--- src/rtl/mem_stage_lsu_pkg.sv ---
// Shared definitions for the MEM-stage load/store unit: funct3 size codes,
// FSM states, byte-enable constants and size/misalignment helpers.
package rv32_mem_pkg;

    localparam logic [2:0] F3_LB  = 3'b000;
    localparam logic [2:0] F3_LH  = 3'b001;
    localparam logic [2:0] F3_LW  = 3'b010;
    localparam logic [2:0] F3_LBU = 3'b100;
    localparam logic [2:0] F3_LHU = 3'b101;

    localparam logic [3:0] WSTRB_NONE = 4'b0000;
    localparam logic [3:0] WSTRB_B    = 4'b0001;
    localparam logic [3:0] WSTRB_H    = 4'b0011;
    localparam logic [3:0] WSTRB_W    = 4'b1111;

    typedef enum logic [1:0] {
        ST_IDLE = 2'd0,
        ST_BUS  = 2'd1,
        ST_DONE = 2'd2
    } lsu_state_e;

    typedef enum logic [1:0] {
        SZ_B = 2'd0,
        SZ_H = 2'd1,
        SZ_W = 2'd2
    } lsu_size_e;

    // Reserved codes (011/110/111) fall through to word.
    function automatic lsu_size_e f3_size(input logic [2:0] f3);
        case (f3[1:0])
            2'b00:   return SZ_B;
            2'b01:   return SZ_H;
            default: return SZ_W;
        endcase
    endfunction

    function automatic logic is_misaligned(input logic [2:0] f3, input logic [1:0] lo);
        case (f3_size(f3))
            SZ_H:    return lo[0];
            SZ_W:    return |lo;
            default: return 1'b0;
        endcase
    endfunction

endpackage

--- src/rtl/mem_stage_lsu_if.sv ---
// Data-memory req/ack bus between the MEM-stage LSU (master) and memory (slave).
interface mem_stage_lsu_if #(
    parameter int DATA_W = 32
);
    logic              req;
    logic              we;
    logic [DATA_W-1:0] addr;
    logic [DATA_W-1:0] wdata;
    logic [3:0]        wstrb;
    logic [DATA_W-1:0] rdata;
    logic              ack;
    logic              err;

    modport master (output req, we, addr, wdata, wstrb, input  rdata, ack, err);
    modport slave  (input  req, we, addr, wdata, wstrb, output rdata, ack, err);
endinterface

--- src/rtl/mem_stage_lsu_align.sv ---
// Combinational store-lane steering and load-lane extraction with sign/zero extension.
module lsu_align
    import rv32_mem_pkg::*;
(
    input  logic [2:0]  i_st_f3,
    input  logic [1:0]  i_st_lo,
    input  logic [31:0] i_st_data,
    output logic [31:0] o_st_data,
    output logic [3:0]  o_st_strb,
    input  logic [2:0]  i_ld_f3,
    input  logic [1:0]  i_ld_lo,
    input  logic [31:0] i_ld_rdata,
    output logic [31:0] o_ld_data
);

    logic [7:0]  w_byte;
    logic [15:0] w_half;
    logic        w_signed;

    always_comb begin
        o_st_data = i_st_data;
        o_st_strb = WSTRB_W;
        case (f3_size(i_st_f3))
            SZ_B: begin
                o_st_data = {4{i_st_data[7:0]}};
                o_st_strb = WSTRB_B << i_st_lo;
            end
            SZ_H: begin
                o_st_data = {2{i_st_data[15:0]}};
                o_st_strb = WSTRB_H << {i_st_lo[1], 1'b0};
            end
            default: ;
        endcase
    end

    assign w_byte   = i_ld_rdata[{i_ld_lo, 3'b000} +: 8];
    assign w_half   = i_ld_rdata[{i_ld_lo[1], 4'b0000} +: 16];
    assign w_signed = ~i_ld_f3[2];

    always_comb begin
        o_ld_data = i_ld_rdata;
        case (f3_size(i_ld_f3))
            SZ_B:    o_ld_data = {{24{w_signed & w_byte[7]}}, w_byte};
            SZ_H:    o_ld_data = {{16{w_signed & w_half[15]}}, w_half};
            default: ;
        endcase
    end

endmodule

--- src/rtl/mem_stage_lsu.sv ---
// MEM-stage load/store unit: IDLE -> BUS -> DONE req/ack sequencer with pipeline stall.
// Optional MEM_MISALIGN_TRAP_EN: misaligned h/w accesses skip the bus and flag misalign_o.
module mem_stage_lsu
    import rv32_mem_pkg::*;
#(
    parameter int DATA_W = 32,
    parameter int F3_W   = 3
) (
    input  logic              clk,
    input  logic              rst_n,
    input  logic              mem_read_i,
    input  logic              mem_write_i,
    input  logic [F3_W-1:0]   funct3_i,
    input  logic [DATA_W-1:0] addr_i,
    input  logic [DATA_W-1:0] wdata_i,
    mem_stage_lsu_if.master   bus,
    output logic [DATA_W-1:0] load_data_o,
    output logic              stall_o,
    output logic              bus_err_o,
    output logic              misalign_o
);

    lsu_state_e        r_state, w_state_nxt;
    logic              r_we;
    logic [DATA_W-1:0] r_addr;
    logic [DATA_W-1:0] r_wdata;
    logic [3:0]        r_wstrb;
    logic [F3_W-1:0]   r_f3;
    logic [1:0]        r_lo;
    logic              r_err;
    logic [DATA_W-1:0] r_load;

    logic              w_access;
    logic              w_mis;
    logic              w_stall;
    logic              w_bus_done;
    logic [DATA_W-1:0] w_st_data;
    logic [3:0]        w_st_strb;
    logic [DATA_W-1:0] w_ld_data;

    assign w_access   = mem_read_i | mem_write_i;
    assign w_bus_done = bus.ack | bus.err;

`ifdef MEM_MISALIGN_TRAP_EN
    logic r_mis;
    assign w_mis      = is_misaligned(funct3_i, addr_i[1:0]);
    assign misalign_o = (r_state == ST_DONE) & r_mis;
`else
    assign w_mis      = 1'b0;
    assign misalign_o = 1'b0;
`endif

    lsu_align u_align (
        .i_st_f3    (funct3_i),
        .i_st_lo    (addr_i[1:0]),
        .i_st_data  (wdata_i),
        .o_st_data  (w_st_data),
        .o_st_strb  (w_st_strb),
        .i_ld_f3    (r_f3),
        .i_ld_lo    (r_lo),
        .i_ld_rdata (bus.rdata),
        .o_ld_data  (w_ld_data)
    );

    always_comb begin
        w_state_nxt = r_state;
        w_stall     = 1'b0;
        case (r_state)
            ST_IDLE: begin
                w_stall = w_access;
                if (w_access) w_state_nxt = w_mis ? ST_DONE : ST_BUS;
            end
            ST_BUS: begin
                w_stall = 1'b1;
                if (w_bus_done) w_state_nxt = ST_DONE;
            end
            ST_DONE:  w_state_nxt = ST_IDLE;
            default:  w_state_nxt = ST_IDLE;
        endcase
    end

    always_ff @(posedge clk or negedge rst_n) begin
        if (!rst_n) r_state <= ST_IDLE;
        else        r_state <= w_state_nxt;
    end

    always_ff @(posedge clk or negedge rst_n) begin
        if (!rst_n) begin
            r_we    <= 1'b0;
            r_addr  <= '0;
            r_wdata <= '0;
            r_wstrb <= WSTRB_NONE;
            r_f3    <= '0;
            r_lo    <= 2'b00;
            r_err   <= 1'b0;
            r_load  <= '0;
        end else begin
            if (r_state == ST_IDLE && w_access) begin
                r_we    <= mem_write_i;
                r_addr  <= {addr_i[DATA_W-1:2], 2'b00};
                r_wdata <= w_st_data;
                r_wstrb <= mem_write_i ? w_st_strb : WSTRB_NONE;
                r_f3    <= funct3_i;
                r_lo    <= addr_i[1:0];
                r_err   <= 1'b0;
                if (w_mis) r_load <= '0;
            end
            // Extension is folded in at capture so load_data_o holds through IDLE.
            if (r_state == ST_BUS && w_bus_done) begin
                r_err  <= bus.err;
                r_load <= (r_we | bus.err) ? '0 : w_ld_data;
            end
        end
    end

`ifdef MEM_MISALIGN_TRAP_EN
    always_ff @(posedge clk or negedge rst_n) begin
        if (!rst_n)                             r_mis <= 1'b0;
        else if (r_state == ST_IDLE && w_access) r_mis <= w_mis;
    end
`endif

    assign bus.req     = (r_state == ST_BUS);
    assign bus.we      = r_we;
    assign bus.addr    = r_addr;
    assign bus.wdata   = r_wdata;
    assign bus.wstrb   = r_wstrb;
    assign load_data_o = r_load;
    assign bus_err_o   = (r_state == ST_DONE) & r_err;
    // Gated so stall_o is 0 while reset is held, even with an access pending.
    assign stall_o     = w_stall & rst_n;

endmodule

--- src/flat_wrapper.sv ---
// flat-port wrapper written by rule: the top's interface ports become plain ports
module mem_stage_lsu_flat import rv32_mem_pkg::*;
#(
    parameter int DATA_W = 32,
    parameter int F3_W   = 3
)
  (clk, rst_n, mem_read_i, mem_write_i, funct3_i, addr_i, wdata_i, load_data_o, stall_o, bus_err_o, misalign_o, bus_req, bus_we, bus_addr, bus_wdata, bus_wstrb, bus_rdata, bus_ack, bus_err);
  mem_stage_lsu_if #(.DATA_W(DATA_W)) bus_i ();
  input  logic clk;
  input  logic rst_n;
  input  logic mem_read_i;
  input  logic mem_write_i;
  input  logic [F3_W-1:0] funct3_i;
  input  logic [DATA_W-1:0] addr_i;
  input  logic [DATA_W-1:0] wdata_i;
  output logic [DATA_W-1:0] load_data_o;
  output logic stall_o;
  output logic bus_err_o;
  output logic misalign_o;
  output wire logic [$bits(bus_i.req)-1:0] bus_req;
  output wire logic [$bits(bus_i.we)-1:0] bus_we;
  output wire logic [$bits(bus_i.addr)-1:0] bus_addr;
  output wire logic [$bits(bus_i.wdata)-1:0] bus_wdata;
  output wire logic [$bits(bus_i.wstrb)-1:0] bus_wstrb;
  input wire logic [$bits(bus_i.rdata)-1:0] bus_rdata;
  input wire logic [$bits(bus_i.ack)-1:0] bus_ack;
  input wire logic [$bits(bus_i.err)-1:0] bus_err;
  assign bus_req = bus_i.req;
  assign bus_we = bus_i.we;
  assign bus_addr = bus_i.addr;
  assign bus_wdata = bus_i.wdata;
  assign bus_wstrb = bus_i.wstrb;
  assign bus_i.rdata = bus_rdata;
  assign bus_i.ack = bus_ack;
  assign bus_i.err = bus_err;
  mem_stage_lsu #(.DATA_W(DATA_W), .F3_W(F3_W)) u_core (.clk(clk), .rst_n(rst_n), .mem_read_i(mem_read_i), .mem_write_i(mem_write_i), .funct3_i(funct3_i), .addr_i(addr_i), .wdata_i(wdata_i), .bus(bus_i), .load_data_o(load_data_o), .stall_o(stall_o), .bus_err_o(bus_err_o), .misalign_o(misalign_o));
endmodule
--- config.mk ---
export PLATFORM = sky130hd
export DESIGN_NAME = mem_stage_lsu_flat
export DESIGN_NICKNAME = d
export VERILOG_FILES = /design/src/rtl/mem_stage_lsu_pkg.sv /design/src/rtl/mem_stage_lsu_if.sv /design/src/rtl/mem_stage_lsu_align.sv /design/src/rtl/mem_stage_lsu.sv /design/src/flat_wrapper.sv
export SDC_FILE = /design/constraint.sdc
export NUM_CORES = 1
export LEC_CHECK = 0
export CAP_MARGIN = 0
export CORE_MARGIN = 2
export CORE_UTILIZATION = 43
export CTS_CLUSTER_DIAMETER = 100
export DETAILED_ROUTE_END_ITERATION = 10
export MAX_ROUTING_LAYER = met4
export PLACE_DENSITY = 0.81
export REMOVE_ABC_BUFFERS = 1
export SYNTH_ARGS = -nofsm -noshare
export SYNTH_HDL_FRONTEND = slang
export SYNTH_SLANG_ARGS = --single-unit
export TNS_END_PERCENT = 50
--- constraint.sdc ---
create_clock -name clk -period 2.2 [get_ports clk]
set_input_delay 0.44 -clock clk [delete_from_list [all_inputs] [get_ports clk]]
set_output_delay 0.44 -clock clk [all_outputs]
set_load 0.02 [all_outputs]
Yosys cells after proc, flatten, opt, wreduce, memory -nomap -nowiden
Cells that the tools add are included.

operators by class
  bitwise gates (word level) = 8
  divide/modulo/power cells = 0
  $lt $le $gt $ge = 0
  multipliers = 0
  reduce and logical (&&, ||, !) cells = 9
  muxes and demuxes = 13
  shift operators = 4
  $add $sub $neg = 0
  equal/unequal tests = 8

operators with widths
  operator                                                                  number
  32-bit one-hot mux with 2 select lines                                    2
  32-bit two-way mux                                                        1
  32-bit by 6-bit indexed part select with 16-bit output                    1
  32-bit by 6-bit indexed part select with 8-bit output                     1
  2-bit one-hot mux with 2 select lines                                     3
  2-bit by 1-bit equality test with 1-bit output (second input constant)    5
  2-bit logical NOT                                                         5
  4-bit one-hot mux with 2 select lines                                     1
  1-bit bitwise AND                                                         4
  2-bit two-way mux                                                         2
  4-bit two-way mux                                                         1
  2-bit by 1-bit inequality test with 1-bit output (second input constant)  2
  1-bit by 2-bit << shifter with 4-bit output (first input constant)        1
  2-bit by 2-bit << shifter with 4-bit output (first input constant)        1
  1-bit bitwise OR                                                          3
  2-bit equality test (second input constant)                               1
  1-bit logical AND                                                         2
  1-bit two-way mux                                                         2
  1-bit one-hot mux with 2 select lines                                     1
  2-bit AND reduction                                                       1
  2-bit nonzero test                                                        1
  1-bit NOT                                                                 1

word-level totals
  word-level logic and storage cells = 51
  bits in latches = 0
  bits in registers = 107
  memories kept = 0
  memory bits (writable) = 0
  memory bits (read-only) = 0

Longest topological paths before layout
  depth in word-level cells = 5
  mapped depth = 7

Cells and area by module
Synthesis repeated with hierarchy kept, for this count alone.

second synthesis, totals
  cells, all modules = 489
  area total of the unflattened synthesis = 5393.9 um^2

by module, submodules not included
  module         area an instance (um^2)  times used  cells an instance  sequential area each (um^2)
  mem_stage_lsu  4267.8                   1           308                2677.6
  lsu_align      1126.1                   1           181                0.0

Worst setup path after synthesis
No wires, ideal clock.

  path type = reg2reg
  from = register u_core.r_we (netlist: u_core.bus.we)
  to = register u_core.r_load[21] (netlist: u_core.load_data_o[21])
  path slack = 0.548 ns
  data arrival time = 1.526 ns
  cell stages (with the launch flop) = 8
  required time = 2.074 ns
  setup time = 0.126 ns
  cells stage by stage = dfrtp_1 nor2_1 and3_1 buf_2 and2_1 buf_2 buf_6 a221o_1

between the ends
  word-level cells in the longest chain between the ends = 2

ends and longest elaborated chain
  item                    RTL line              RTL
  from (decl)             mem_stage_lsu.sv:24   logic r_we;
  from (signal assigned)  mem_stage_lsu.sv:99   r_we <= mem_write_i;
  1-bit bitwise OR        mem_stage_lsu.sv:111  r_load <= (r_we | bus.err) ? '0 : w_ld_data;
  32-bit two-way mux      mem_stage_lsu.sv:111
  to (signal assigned)    mem_stage_lsu.sv:111
  to (decl)               mem_stage_lsu.sv:31   logic [DATA_W-1:0] r_load;

No other way between the ends.
A chain may end at the register's enable or synchronous reset.

Worst setup path after layout
  from = register u_core.r_state[0]
  to = output port bus_req

between the ends
  word-level cells in the longest chain between the ends = 1

ends and longest elaborated chain
  item                                            RTL line              RTL
  from (decl)                                     mem_stage_lsu.sv:23   lsu_state_e r_state, w_state_nxt;
  from (signal assigned)                          mem_stage_lsu.sv:84   else r_state <= w_state_nxt;
  2-bit by 1-bit equality test with 1-bit output  mem_stage_lsu.sv:123  assign bus.req = (r_state == ST_BUS);
  to (decl)                                       flat_wrapper.sv:20    output wire logic [$bits(bus_i.req)-1:0] bus_req;

No other way between the ends.

==> results.json <==
{
  "powerDensity_nw_per_um2": 1470,
  "avgSynthCellArea_sq_um": 9.50,
  "fp.coreArea_sq_um": 10900,
  "cts_buffers": 9,
  "dp_hpwl_mm": 10.5,
  "final_antenna_net_count": 0,
  "drc": 0,
  "place_inst": 845,
  "setup_ws_ps": 123,
  "synth-xor-area-share": 0,
  "path_class": "flip-flop to output port",
  "place_ws_ps": -24.3,
  "synth_compound_area_frac": 0.124,
  "path_max_fanout": 5,
  "wl_mm": 14.4,
  "yosys_warnings": 0,
  "dieArea_sq_um": 12200,
  "post_cts_buffers": 0,
  "fp-row-count": 38,
  "grt_pass1_wl_mm": 23.5,
  "synth_area_sq_um": 4880,
  "critPathArrivalTime_ps": 1640,
  "rsz0062_at_grt": "no",
  "areaGrowthSynthToFinish_pct": 53.5,
  "syn_inst": 514,
  "grt_pass1_vias": 4611,
  "overflow": 0,
  "setup_viol": 0,
  "hold_path_class": "primary input to async pin",
  "p_total_uw": 11100,
  "cts_root_buf": "clkbuf_16",
  "hold_buffers": 0,
  "synth_edf_count": 0,
  "slew_violations": 0,
  "grtUsageTotal": 0.244,
  "synth.area.mux_share": 0.0874,
  "clock_skew_ps": 6.71,
  "initial_core_util": 0.446,
  "mostFrequentLayoutCells": "clkdlybuf4s50_1, nand2_1, dfrtp_1",
  "postSynth.asyncResetShare": 1.00,
  "final_cells": 861,
  "finalNetCount": 821,
  "crit_start": "u_core.r_state[0]",
  "cap_violations": 0,
  "seq_area_frac_synth": 0.548,
  "fin_util": 0.685,
  "r2r_start": "u_core.r_lo[1]",
  "die_x_microns": 111,
  "via_per_inst": 5.17,
  "drive_gt1_frac": 0.0707,
  "synth-simple-area-share": 0.201,
  "insertion_delay_ps": 340,
  "antenna_cells": 0,
  "drtIter0Drc": 137,
  "numPortBuffers": 206,
  "grt_max_degree": 84,
  "ys.flop_type": "dfrtp_1",
  "ctsHtreeMaxLevel": 3,
  "cts_tree": "yes",
  "power.leakage_uw": 0.00347,
  "antenna_found_initial": 0,
  "clk_path_buf_depth": 2,
  "fin_crit_sh": 0.944,
  "max_slew.worst_pin.slew_ps": 822,
  "place.gp.congestion": 0.867,
  "final_common_cell": "clkdlybuf4s50_1",
  "cp-start-kind": "flip-flop",
  "wl_per_cell_microns": 16.7,
  "synth_top_family_by_area": "simple AND/OR/NAND/NOR gates",
  "clk_pin_slew_ps": 70,
  "synthDistinctLibCells": 36,
  "postCtsResizedCells": 1,
  "synth-seq-cells": 107,
  "fmaxAchievable_mhz": 481,
  "clkSinkCount": 107,
  "first_pass_iters": 7,
  "finalCriticalPeriod_ps": 2080,
  "finalHoldViolations": 0,
  "required_ps": 1760,
  "tns_ps": 0,
  "outcome": "finished, final reports clean",
  "num_io_pins": 210,
  "vias": 4455,
  "ir_worst_vdd_v": 0.000825,
  "critPathCaptureType": "output port",
  "die_h_microns": 111,
  "synth_fa_ha_area_frac": 0,
  "max_slew_margin": 0.452
}
-- state kept, by name, indices dropped and copies added (netlist names) --
register / flops
u_core.bus.wdata: 32
u_core.bus.we: 1
u_core.r_lo: 2
u_core.load_data_o: 32
u_core.r_state: 2
u_core.r_f3: 3
u_core.bus.addr: 30
u_core.bus.wstrb: 4
u_core.r_err: 1
-- Yosys cell counts, types with 2 or more instances --
master	instances	area, sq um
nand2_1	183	687
o21ai_0	41	205
a221o_1	16	160
nand3_1	3	15.0
clkbuf_1	21	78.8
nand2b_1	18	113
buf_1	3	11.3
inv_1	4	15.0
buf_4	4	30.0
a21oi_1	14	70.1
buf_2	6	30.0
a32o_1	8	80.1
mux2_2	7	78.8
buf_6	2	22.5
mux2i_1	31	310
dfrtp_1	107	2680
nor2_1	16	60.1
o21ai_1	6	30.0
nor2b_1	7	43.8
-- cell families (layout without fill, tap and decap cells) --
logic type	after synthesis	count (layout)
flops	107	107
buf+inv	40	245
compound gates	91	91
other cells	1	3
mux	40	40
simple gates	235	235
-- final cells by class --
class / count / area, sq um
Fill cell: 845 / 3440
Inverter: 4 / 15.0
Clock buffer: 12 / 267
Multi-Input combinational cell: 369 / 2040
Tap cell: 140 / 175
Timing Repair Buffer: 225 / 2230
Clock inverter: 4 / 95.1
Sequential cell: 107 / 2680
-- through the flow --
step                      hold slack (ps)  instance area (sq um)
after floorplan                       144                   4720
after global placement                458                   7130
after detailed placement              462                   7130
after CTS                             200                   7490
after global routing                  229                   7490
final                                 185                   7490
-- critical path, cell delays in order (launching register included) --
cell             delay (ps)
dfrtp_1                 420
nor2b_4                 240
clkdlybuf4s50_1         640
-- routing by layer --
metal,vias to the layer above,track usage,share of wire
met5,-,-,0
met4,0,0.0708,0.020
met3,25,0.0708,0.079
met2,196,0.398,0.48
met1,2119,0.296,0.42
li1,2115,-,-
-- report_power, final --
part	switching, uW	internal (uW)
clock	700	1200
combinational	3010	2580
sequential	649	2900
total	4360	6690
-- final timing paths --
check,depth (start not counted),slack [ps],end
worst min register to register,2,470,u_core.bus.addr[11]
worst max-delay path,2,120,bus_req
max in group asynchronous,3,780,u_core.bus.wdata[5]
worst max register to register,4,310,u_core.load_data_o[12]
min in group clk,2,470,u_core.bus.addr[11]
worst min-delay path,2,190,u_core.load_data_o[26]
Power figures use the tool's default switching activity.
